[config.mk]
export PLATFORM = sky130hd
export DESIGN_NAME = mips_run_ctrl
export DESIGN_NICKNAME = d
export VERILOG_FILES = /design/src/rtl/mips_run_ctrl.sv
export SDC_FILE = /design/constraint.sdc
export NUM_CORES = 1
export LEC_CHECK = 0
export CAP_MARGIN = 20
export CORE_AREA = 2 2 115 117
export CTS_BUF_LIST = sky130_fd_sc_hd__clkbuf_2 sky130_fd_sc_hd__clkbuf_4 sky130_fd_sc_hd__clkbuf_8
export DETAILED_ROUTE_END_ITERATION = 7
export DIE_AREA = 0 0 117 119
export GPL_TIMING_DRIVEN = 0
export PLACE_DENSITY = 0.69
export REMOVE_ABC_BUFFERS = 1
export SETUP_SLACK_MARGIN = 0.02
export SKIP_CTS_REPAIR_TIMING = 1
export SYNTH_ARGS = -nofsm -noshare
export SYNTH_HDL_FRONTEND = slang
export SYNTH_SLANG_ARGS = --single-unit
[constraint.sdc]
create_clock -name clk -period 2.8 [get_ports clk]
set_input_delay 0.56 -clock clk [delete_from_list [all_inputs] [get_ports clk]]
set_output_delay 0.56 -clock clk [all_outputs]
set_load 0.02 [all_outputs]
[src/rtl/mips_run_ctrl.sv]
// Run controller for the single-cycle MIPS core: sequences core reset,
// bounds each run (limit / halt-PC / PC-stall / abort), repeats runs and
// emits a one-cycle-delayed PC trace.
module mips_run_ctrl #(
  parameter int unsigned RESET_CYCLES = 2,
  parameter int unsigned RUN_CYCLES   = 100,
  parameter int unsigned NUM_RUNS     = 2,
  parameter int unsigned STALL_CYCLES = 16,
  parameter int unsigned CNT_W        = 32
) (
  input  logic             clk,
  input  logic             R,
  input  logic             start,
  input  logic             abort,
  input  logic [31:0]      pc_in,
  input  logic             halt_pc_en,
  input  logic [31:0]      halt_pc,
  output logic             core_rst,
  output logic             running,
  output logic             done,
  output logic [2:0]       status,
  output logic [CNT_W-1:0] cycle_count,
  output logic [7:0]       run_idx,
  output logic             trace_valid,
  output logic [31:0]      trace_pc
);

  localparam int unsigned PC_W  = 32;
  localparam int unsigned IDX_W = 8;
  // Counters only need to reach their terminal value (N-1)
  localparam int unsigned RST_W = (RESET_CYCLES > 1) ? $clog2(RESET_CYCLES) : 1;
  localparam int unsigned RUN_W = (RUN_CYCLES > 1) ? $clog2(RUN_CYCLES) : 1;
  localparam int unsigned STL_W = $clog2(STALL_CYCLES);

  localparam logic [2:0] ST_NONE  = 3'd0;
  localparam logic [2:0] ST_LIMIT = 3'd1;
  localparam logic [2:0] ST_HALT  = 3'd2;
  localparam logic [2:0] ST_STALL = 3'd3;
  localparam logic [2:0] ST_ABORT = 3'd4;

  typedef enum logic [1:0] {
    S_IDLE = 2'd0,
    S_RST  = 2'd1,
    S_RUN  = 2'd2,
    S_DONE = 2'd3
  } state_e;

  state_e             state_q, state_d;
  logic [RST_W-1:0]   rst_cnt_q, rst_cnt_d;
  logic [RUN_W-1:0]   run_cnt_q, run_cnt_d;
  logic [STL_W-1:0]   stall_cnt_q, stall_cnt_d;
  logic [2:0]         status_q, status_d;
  logic [CNT_W-1:0]   cnt_q, cnt_d;
  logic [IDX_W-1:0]   run_idx_q, run_idx_d;
  logic               core_rst_q, core_rst_d;
  logic               running_q, running_d;
  logic               done_q, done_d;
  logic               trace_valid_q, trace_valid_d;
  logic [PC_W-1:0]    trace_pc_q, trace_pc_d;

  logic pc_same;
  logic hit_abort, hit_halt, hit_stall, hit_limit, hit_any;

  // Termination conditions; trace_pc_q doubles as the previous-cycle PC
  assign pc_same   = (run_cnt_q != '0) && (pc_in == trace_pc_q);
  assign hit_abort = abort;
  assign hit_halt  = halt_pc_en && (pc_in == halt_pc);
  assign hit_stall = pc_same && (stall_cnt_q == STL_W'(STALL_CYCLES - 2));
  assign hit_limit = (run_cnt_q == RUN_W'(RUN_CYCLES - 1));
  assign hit_any   = hit_abort || hit_halt || hit_stall || hit_limit;

  // Next-state and registered-output logic
  always_comb begin
    state_d       = state_q;
    rst_cnt_d     = rst_cnt_q;
    run_cnt_d     = run_cnt_q;
    stall_cnt_d   = stall_cnt_q;
    status_d      = status_q;
    cnt_d         = cnt_q;
    run_idx_d     = run_idx_q;

    case (state_q)
      S_IDLE, S_DONE: begin
        if (start) begin
          if (abort) begin
            // abort beats start; only a fresh IDLE reports it
            if (state_q == S_IDLE) begin
              state_d  = S_DONE;
              status_d = ST_ABORT;
            end
          end else begin
            state_d   = S_RST;
            status_d  = ST_NONE;
            cnt_d     = '0;
            run_idx_d = '0;
            rst_cnt_d = '0;
          end
        end
      end
      S_RST: begin
        if (abort) begin
          state_d  = S_DONE;
          status_d = ST_ABORT;
        end else if (rst_cnt_q == RST_W'(RESET_CYCLES - 1)) begin
          state_d     = S_RUN;
          cnt_d       = '0;
          run_cnt_d   = '0;
          stall_cnt_d = '0;
        end else begin
          rst_cnt_d = rst_cnt_q + RST_W'(1);
        end
      end
      S_RUN: begin
        cnt_d       = (cnt_q == '1) ? cnt_q : cnt_q + CNT_W'(1);
        run_cnt_d   = hit_limit ? run_cnt_q : run_cnt_q + RUN_W'(1);
        stall_cnt_d = pc_same ? stall_cnt_q + STL_W'(1) : '0;
        if (hit_any) begin
          if (hit_abort)      status_d = ST_ABORT;
          else if (hit_halt)  status_d = ST_HALT;
          else if (hit_stall) status_d = ST_STALL;
          else                status_d = ST_LIMIT;
          rst_cnt_d = '0;
          if (hit_abort || (run_idx_q == IDX_W'(NUM_RUNS - 1))) begin
            state_d = S_DONE;
          end else begin
            state_d   = S_RST;
            run_idx_d = run_idx_q + IDX_W'(1);
          end
        end
      end
      default: state_d = S_IDLE;
    endcase

    core_rst_d    = (state_d != S_RUN);
    running_d     = (state_d == S_RUN);
    done_d        = (state_d == S_DONE);
    trace_valid_d = running_q;
    trace_pc_d    = pc_in;
  end

  // State and output registers
  always_ff @(posedge clk or negedge R) begin
    if (!R) begin
      state_q       <= S_IDLE;
      rst_cnt_q     <= '0;
      run_cnt_q     <= '0;
      stall_cnt_q   <= '0;
      status_q      <= ST_NONE;
      cnt_q         <= '0;
      run_idx_q     <= '0;
      core_rst_q    <= 1'b1;
      running_q     <= 1'b0;
      done_q        <= 1'b0;
      trace_valid_q <= 1'b0;
      trace_pc_q    <= '0;
    end else begin
      state_q       <= state_d;
      rst_cnt_q     <= rst_cnt_d;
      run_cnt_q     <= run_cnt_d;
      stall_cnt_q   <= stall_cnt_d;
      status_q      <= status_d;
      cnt_q         <= cnt_d;
      run_idx_q     <= run_idx_d;
      core_rst_q    <= core_rst_d;
      running_q     <= running_d;
      done_q        <= done_d;
      trace_valid_q <= trace_valid_d;
      trace_pc_q    <= trace_pc_d;
    end
  end

  assign core_rst    = core_rst_q;
  assign running     = running_q;
  assign done        = done_q;
  assign status      = status_q;
  assign cycle_count = cnt_q;
  assign run_idx     = run_idx_q;
  assign trace_valid = trace_valid_q;
  assign trace_pc    = trace_pc_q;

endmodule

==> results of run 1 <==
## cell usage in the layout, fill, tap and decap left out, drive strengths merged, types with 9 or more instances in the layout
| cell type | n |
|---|---|
| a21oi | 18 |
| nor2 | 28 |
| dlymetal6s2s | 29 |
| nor3 | 17 |
| xor2 | 33 |
| nand2 | 39 |
| ha | 11 |
| clkbuf | 13 |
| a22o | 14 |
| o21ai | 36 |
| and3 | 9 |
| nor4 | 15 |
| nand3 | 20 |
| xnor2 | 42 |
| dfrtp | 92 |
| or3 | 12 |
| inv | 20 |
| clkdlybuf4s50 | 117 |
| nand4 | 18 |
## registers in the layout (all words and copies together) (netlist names)
signal / cells
core_rst: 1
cycle_count: 32
done: 1
rst_cnt_q: 1
run_cnt_q: 7
run_idx: 8
running: 1
stall_cnt_q: 4
state_q: 2
status: 3
trace_pc: 32
trace_valid: 1
## cell type report
type | instances | area (um^2)
repair buffers | 154 | 1650
clock buffers | 12 | 159
clock inverters | 4 | 70.1
multi-input cells | 380 | 2670
well taps | 176 | 220
fillers | 1109 | 5700
inverters | 21 | 82.6
flip-flops and latches | 93 | 2330
## stage by stage
step                      hold slack [ns]  area [um^2]
after floorplan                     0.264         4950
after global placement              0.357         6640
after detailed placement            0.364         6700
after CTS                           0.146         6930
after global routing                0.172         7180
final                               0.138         7180
## kinds of logic (layout without fill, tap and decap cells)
family | after synthesis | in the layout | share of synthesized area [%]
simple gates | 185 | 185 | 19.8
compound gates | 101 | 102 | 13.5
flops | 93 | 93 | 46.4
xor+xnor | 75 | 75 | 13.1
buf+inv | 36 | 191 | 2.94
fa+ha+maj | 11 | 11 | 2.74
mux | 7 | 7 | 1.50
## worst max-delay path, delay by kind of cell (launching register included)
kind / cells / cell delay [ns]
simple gates: 4 / 1.12
xor+xnor: 1 / 0.18
mux: 1 / 0.38
flops: 1 / 0.40
compound gates: 1 / 0.47
## power groups by stage
stage | logic, W | clock network (W) | registers, W
floorplan | 0.000885 | 0 | 0.00168
global route | 0.00196 | 0.00112 | 0.00160
detailed placement | 0.00165 | 0 | 0.00160
finish | 0.00180 | 0.00103 | 0.00158
CTS | 0.00165 | 0.00107 | 0.00157
global placement | 0.00152 | 0 | 0.00159
## per-layer routing
metal	up-vias	routed length [um]	GRT usage (%)
met3	36	655	3.51
li1	2131	-	-
met1	2214	5560	24.5
met4	0	461	8.97
met2	144	6800	33.1
met5	-	0	0
## worst max-delay path by stage
stage,end,startpoint,slack [ns],depth (start not counted)
floorplan,cycle_count[3],state_q[0],-0.07,8
global placement,trace_pc[30],R,-2.39,1
detailed placement,status[0],pc_in[28],-0.67,8
CTS,cycle_count[10],state_q[0],-0.44,8
global route,status[0],pc_in[13],-0.009,8
finish,status[1],trace_pc[16],0.13,7
==> results by group, run 1 <==
Status
  • Status: completed

Clock tree
  • Clk sink count: 93
  • Longest Clk Path Bufs: 2
  • Clock Latency Late Sink: between 0.3 and 0.4 ns
  • Clock transition at the registers of the reported paths: 0.09 ns
  • Inserted Clock Buffers: 9
  • Root Buffer: clkbuf_8
  • CTS tree: built
  • H-Tree Level Count: 3

Logic synthesis
  • EDFF count, synth: 0
  • Seq cells post-synth: 93
  • Synth area leaders: dfrtp_1 46%, xnor2_1 7.3%, xor2_1 5.8%
  • Netlist Area Pre-Place: around 5000 um^2
  • Top-count cell post-synth: dfrtp_1
  • Sequential-to-total area share from yosys stat: 46.4%
  • Ys flop type: dfrtp_1
  • Yosys top cell area share: between 40% and 50%
  • Post-synth top cells: 92 x dfrtp_1, 42 x xnor2_1, 39 x nand2_1
  • Post-Syn Instances: 508
  • Area leader, netlist: dfrtp_1
  • Syn Area/Cell: 9.87 um^2
  • Synthesis Warnings: 0
  • Count of cell types in the netlist: 58
  • Async S/R FF share, synth: 100%

Placed design
  • Placer's final routability congestion estimate: approximately 0.86
  • Placed cell count: roughly 800
  • Place WS: -0.675 ns
  • PortBufs: roughly 150
  • DP HPWL: just under 10 mm

Die
  • Initial Util: between 30% and 40%
  • Core area: 12900 um^2
  • Die H: roughly 120 um
  • Die X: between 100 and 150 um
  • Ports: between 100 and 150
  • Die area: 13900 um^2
  • Site Rows: 42

Detailed routing
  • DRT Wirelength: ~13 mm
  • Per-cell routed wire length: between 15 and 20 um
  • DRC: 0
  • ANT nets after route: 0
  • TritonRoute pass-1 iters: 4
  • Initial DRC count: between 200 and 300
  • Via count: approximately 4500
  • Via density: 5.39

Worst setup path
  • WP data arrival: between 2 and 3 ns
  • Startpoint Class: register
  • Worst path cell trace: xor2_1, nor4_2, nand4_1, and4bb_2, nor4_4, a222oi_1, mux2_2
  • Crit-path max FO: 14
  • R2r endpoint: status[1]
  • Register-to-Register Path Depth: 7
  • CP peak stage delay: between 0.4 and 0.5 ns
  • Worst R2R Setup Slack: 0.13 ns
  • Worst setup EP type: register
  • Worst Path Required: ~3.1 ns
  • Startpoint of the worst-slack reg-to-reg timing path: trace_pc[16]
  • Slowest-stage cell, CP: a222oi_1
  • Setup CP Type: register to register

Hold path
  • Worst min path class: input port to async pin

Cells and area
  • Fin util: 55.7%
  • Final #Nets: ~740
  • Number of diodes: 0
  • Non-filler instance count after layout: 840
  • Area delta synth->final: 43.1%
  • Fraction of layout cells with a size suffix above 1: under 10%

Power
  • Clock Power Share: 23.4%
  • Leakage power: ~3.0 nW
  • Comb pwr share: about two fifths
  • Internal: ~0.0028 W
  • Switching Fraction: a little under two fifths
  • Maximum vdd drop: between 0.3 and 0.4 mV
  • PwrDens: a little over 600 nW/um^2
  • P_sw: 0.00163 W
  • Power Total: about 0.0044 W
  • Sequential share of power: 35.8%

GRT
  • Largest net degree at the start of global routing: 60
  • Global-route wire length before repair: about 22 mm
  • Initial antenna violation count: 0
  • Grt total ovfl: 0
  • Vias in the first global route: between 4000 and 5000
  • Total GRT Usage: between 10% and 20%

Timing
  • Final Hold Fails: 0
  • Slew Limit Headroom: 49.8%
  • Fin Setup TNS: 0 ns
  • Max Fclk: between 300 and 400 MHz
  • Crit path time final: between 2 and 3 ns
  • Final setup vio count: 0
  • Slew @ Worst Pin: 0.751 ns
  • Final WS setup: between 0.1 and 0.15 ns
  • Pins Over Slew Limit: 0
  • Fin Clk Skew: ~0.0085 ns
  • Final period util: between 90% and 100%

Job
  • Max-Cap Viols: 0
(Power assumes the default switching activity.)
==> run 2: changes to the inputs <==
--- a/config.mk
+++ b/config.mk
@@ -15,6 +15,7 @@
 export REMOVE_ABC_BUFFERS = 1
 export SETUP_SLACK_MARGIN = 0.02
 export SKIP_CTS_REPAIR_TIMING = 1
+export SLEW_MARGIN = 5
 export SYNTH_ARGS = -nofsm -noshare
 export SYNTH_HDL_FRONTEND = slang
 export SYNTH_SLANG_ARGS = --single-unit
==> run 2 against run 1 <==
Compared with the run above: register-to-register slack better by 0.13 ns; core utilization down 0.93 points; critical path depth up 1; clock skew up 0.0050 ns; final area down 1.7%; first-iteration DRC count down 3.0%; fmax down 2.1%; worst setup slack worse by 0.057 ns; highest routed layer unchanged; via count down 1.7%; critical path type is now input port to register; die area unchanged; global-route usage down 0.094 points; sequential share of layout area up 0.55 points.
==> results by group, run 2 (same netlist as run 1, synthesis figures left out) <==
Die
  • Core area: 12900 um^2 (unchanged)
  • Die X: 117 um (unchanged)
  • Initial Util: 39.0% (unchanged)
  • Die H: 119 um (unchanged)
  • Die area: 13900 um^2 (unchanged)
  • Site Rows: 42 (unchanged)
  • Ports: 148 (unchanged)

Cells and area
  • Area delta synth->final: 40.7% (was 43.1%)
  • Fillers: 1174 (was 1109)
  • Fin util: 54.8% (was 55.7%)
  • Non-filler instance count after layout: 840 (unchanged)
  • Number of diodes: 0 (unchanged)
  • Final #Nets: 739 (unchanged)
  • Fraction of layout cells with a size suffix above 1: 8.13% (was 8.28%)
  • Most common cell after layout, fill and taps aside: clkdlybuf4s50_1 (unchanged)
  • Most frequent cells in the layout: 133 x clkdlybuf4s50_1, 92 x dfrtp_1, 42 x xnor2_1, 39 x nand2_1, 33 x xor2_1 (was 117 x clkdlybuf4s50_1, 92 x dfrtp_1, 40 x xnor2_1, 39 x nand2_1, 33 x xor2_1)

Timing
  • Final setup vio count: 0 (unchanged)
  • Final Hold Fails: 0 (unchanged)
  • Max Fclk: 367 MHz (was 375 MHz)
  • Pins Over Slew Limit: 0 (unchanged)
  • Final period util: 97.4% (was 95.3%)
  • Slew @ Worst Pin: 0.553 ns (was 0.751 ns)
  • Crit path time final: 2.73 ns (was 2.67 ns)
  • Slew Limit Headroom: 63.1% (was 49.8%)
  • Fin Clk Skew: 0.0135 ns (was 0.00853 ns)
  • Fin Setup TNS: 0 ns (unchanged)
  • RSZ-0062 raised after global routing: true

GRT
  • Total GRT Usage: 19.6% (was 19.7%)
  • Grt total ovfl: 0 (unchanged)
  • Largest net degree at the start of global routing: 60 (unchanged)
  • Global-route wire length before repair: 21.7 mm (was 21.8 mm)
  • Vias in the first global route: 4378 (was 4419)
  • Initial antenna violation count: 0 (unchanged)

Power
  • PwrDens: 600 nW/um^2 (was 614 nW/um^2)
  • Power Total: 0.00424 W (was 0.00440 W)
  • Maximum vdd drop: 0.269 mV (was 0.322 mV)
  • Leakage power: 2.86 nW (was 3.04 nW)

Status
  • Status: completed (unchanged)

Clock tree
  • Inserted Clock Buffers: 9 (unchanged)
  • Longest Clk Path Bufs: 2 (unchanged)
  • Clk sink count: 93 (unchanged)
  • H-Tree Level Count: 3 (unchanged)
  • Clock transition at the registers of the reported paths: 0.10 ns (was 0.09 ns)
  • CTS tree: built (unchanged)
  • Root Buffer: clkbuf_8 (unchanged)
  • Clock Latency Late Sink: 0.37 ns (about the same)

Worst setup path
  • Slowest-stage cell, CP: clkdlybuf4s50_1 (was a222oi_1)
  • CP peak stage delay: 0.47 ns (about the same)
  • Worst path cell trace: clkdlybuf4s50_1, xor2_1, nor4_2, nand3_1, and4bb_1, nor4_2, a222oi_1, mux2_2 (was xor2_1, nor4_2, nand4_1, and4bb_2, nor4_4, a222oi_1, mux2_2)
  • Crit path buffers/inverters: 1 (was 0)
  • Worst Path Required: 3.05 ns (was 3.06 ns)
  • Setup CP Type: input port to register (was register to register)
  • Worst setup EP type: register (unchanged)
  • Most frequent CP cell: nor4_2
  • Crit-path max FO: 3 (was 14)
  • Top delay family on crit path: simple AND/OR/NAND/NOR gates (unchanged)
  • WP data arrival: 2.98 ns (was 2.93 ns)
  • Startpoint Class: input port (was register)

Placed design
  • Placer's final routability congestion estimate: 0.856 (unchanged)
  • DP HPWL: 9.84 mm (was 9.92 mm)
  • PortBufs: 147 (unchanged)
  • Placed cell count: 818 (was 819)

Detailed routing
  • Via density: 5.30 (was 5.39)
  • Per-cell routed wire length: 16.1 um (was 16.0 um)
  • Via count: 4450 (was 4525)
  • DRT Wirelength: 13.5 mm (about the same)
  • ANT nets after route: 0 (unchanged)
  • TritonRoute pass-1 iters: 4 (unchanged)
  • Initial DRC count: 263 (was 271)
  • DRC: 0 (unchanged)

Hold path
  • Worst min path class: input port to async pin (unchanged)

Job
  • Max-Cap Viols: 0 (unchanged)
run 2: worst reg2reg max path, delay by kind of cell (launching register included):
kind	cells	cell delay, ns
AND/OR/NAND/NOR	4	0.97
flip-flops	1	0.41
XOR/XNOR	1	0.18
AO/OA/AOI/OAI	1	0.47
multiplexers	1	0.39
run 2: area by class of cell:
class | instances | area (um^2) | area share, %
Sequential cell | 93 | 2330 | 33.0
Inverter | 21 | 82.6 | 1.17
Clock inverter | 4 | 47.5 | 0.674
Timing Repair Buffer | 154 | 1580 | 22.4
Tap cell | 176 | 220 | 3.12
Clock buffer | 12 | 153 | 2.16
Multi-Input combinational cell | 380 | 2640 | 37.4
run 2: through the flow:
step                hold WS (ns)  setup slack [ns]  area [um^2]
floorplan                  0.264           -0.0674         4950
global placement           0.357             -2.39         6640
finish                     0.140            0.0737         7060
global route               0.164          -0.00279         7060
detailed placement         0.364            -0.684         6680
CTS                        0.136            -0.415         6880
run 2: metal layers:
layer  vias to the layer above  routed length (um)  GRT usage [%]
met5                         -                   0              0
met4                         0                 287           7.87
met3                        19                 575           3.21
met2                       123                6910           32.9
met1                      2172                5730           25.0
li1                       2136                   -              -
run 2: final timing paths:
| kind | cells after the start | startpoint | slack, ns | endpoint |
|---|---|---|---|---|
| worst max register to register | 7 | trace_pc[16] | 0.26 | status[0] |
| worst min-delay path | 1 | R | 0.14 | cycle_count[17] |
| worst min register to register | 0 | running | 0.38 | trace_valid |
| max in group asynchronous | 2 | R | 1.95 | core_rst |
| min in group clk | 0 | running | 0.38 | trace_valid |
| worst max-delay path | 8 | pc_in[21] | 0.07 | status[0] |
run 2: where the power goes:
group | internal [W] | switching [W] | leakage [nW]
Sequential | 0.00147 | 0.000108 | 1.21
Clock | 0.000455 | 0.000484 | 0.103
Combinational | 0.000688 | 0.00103 | 1.55
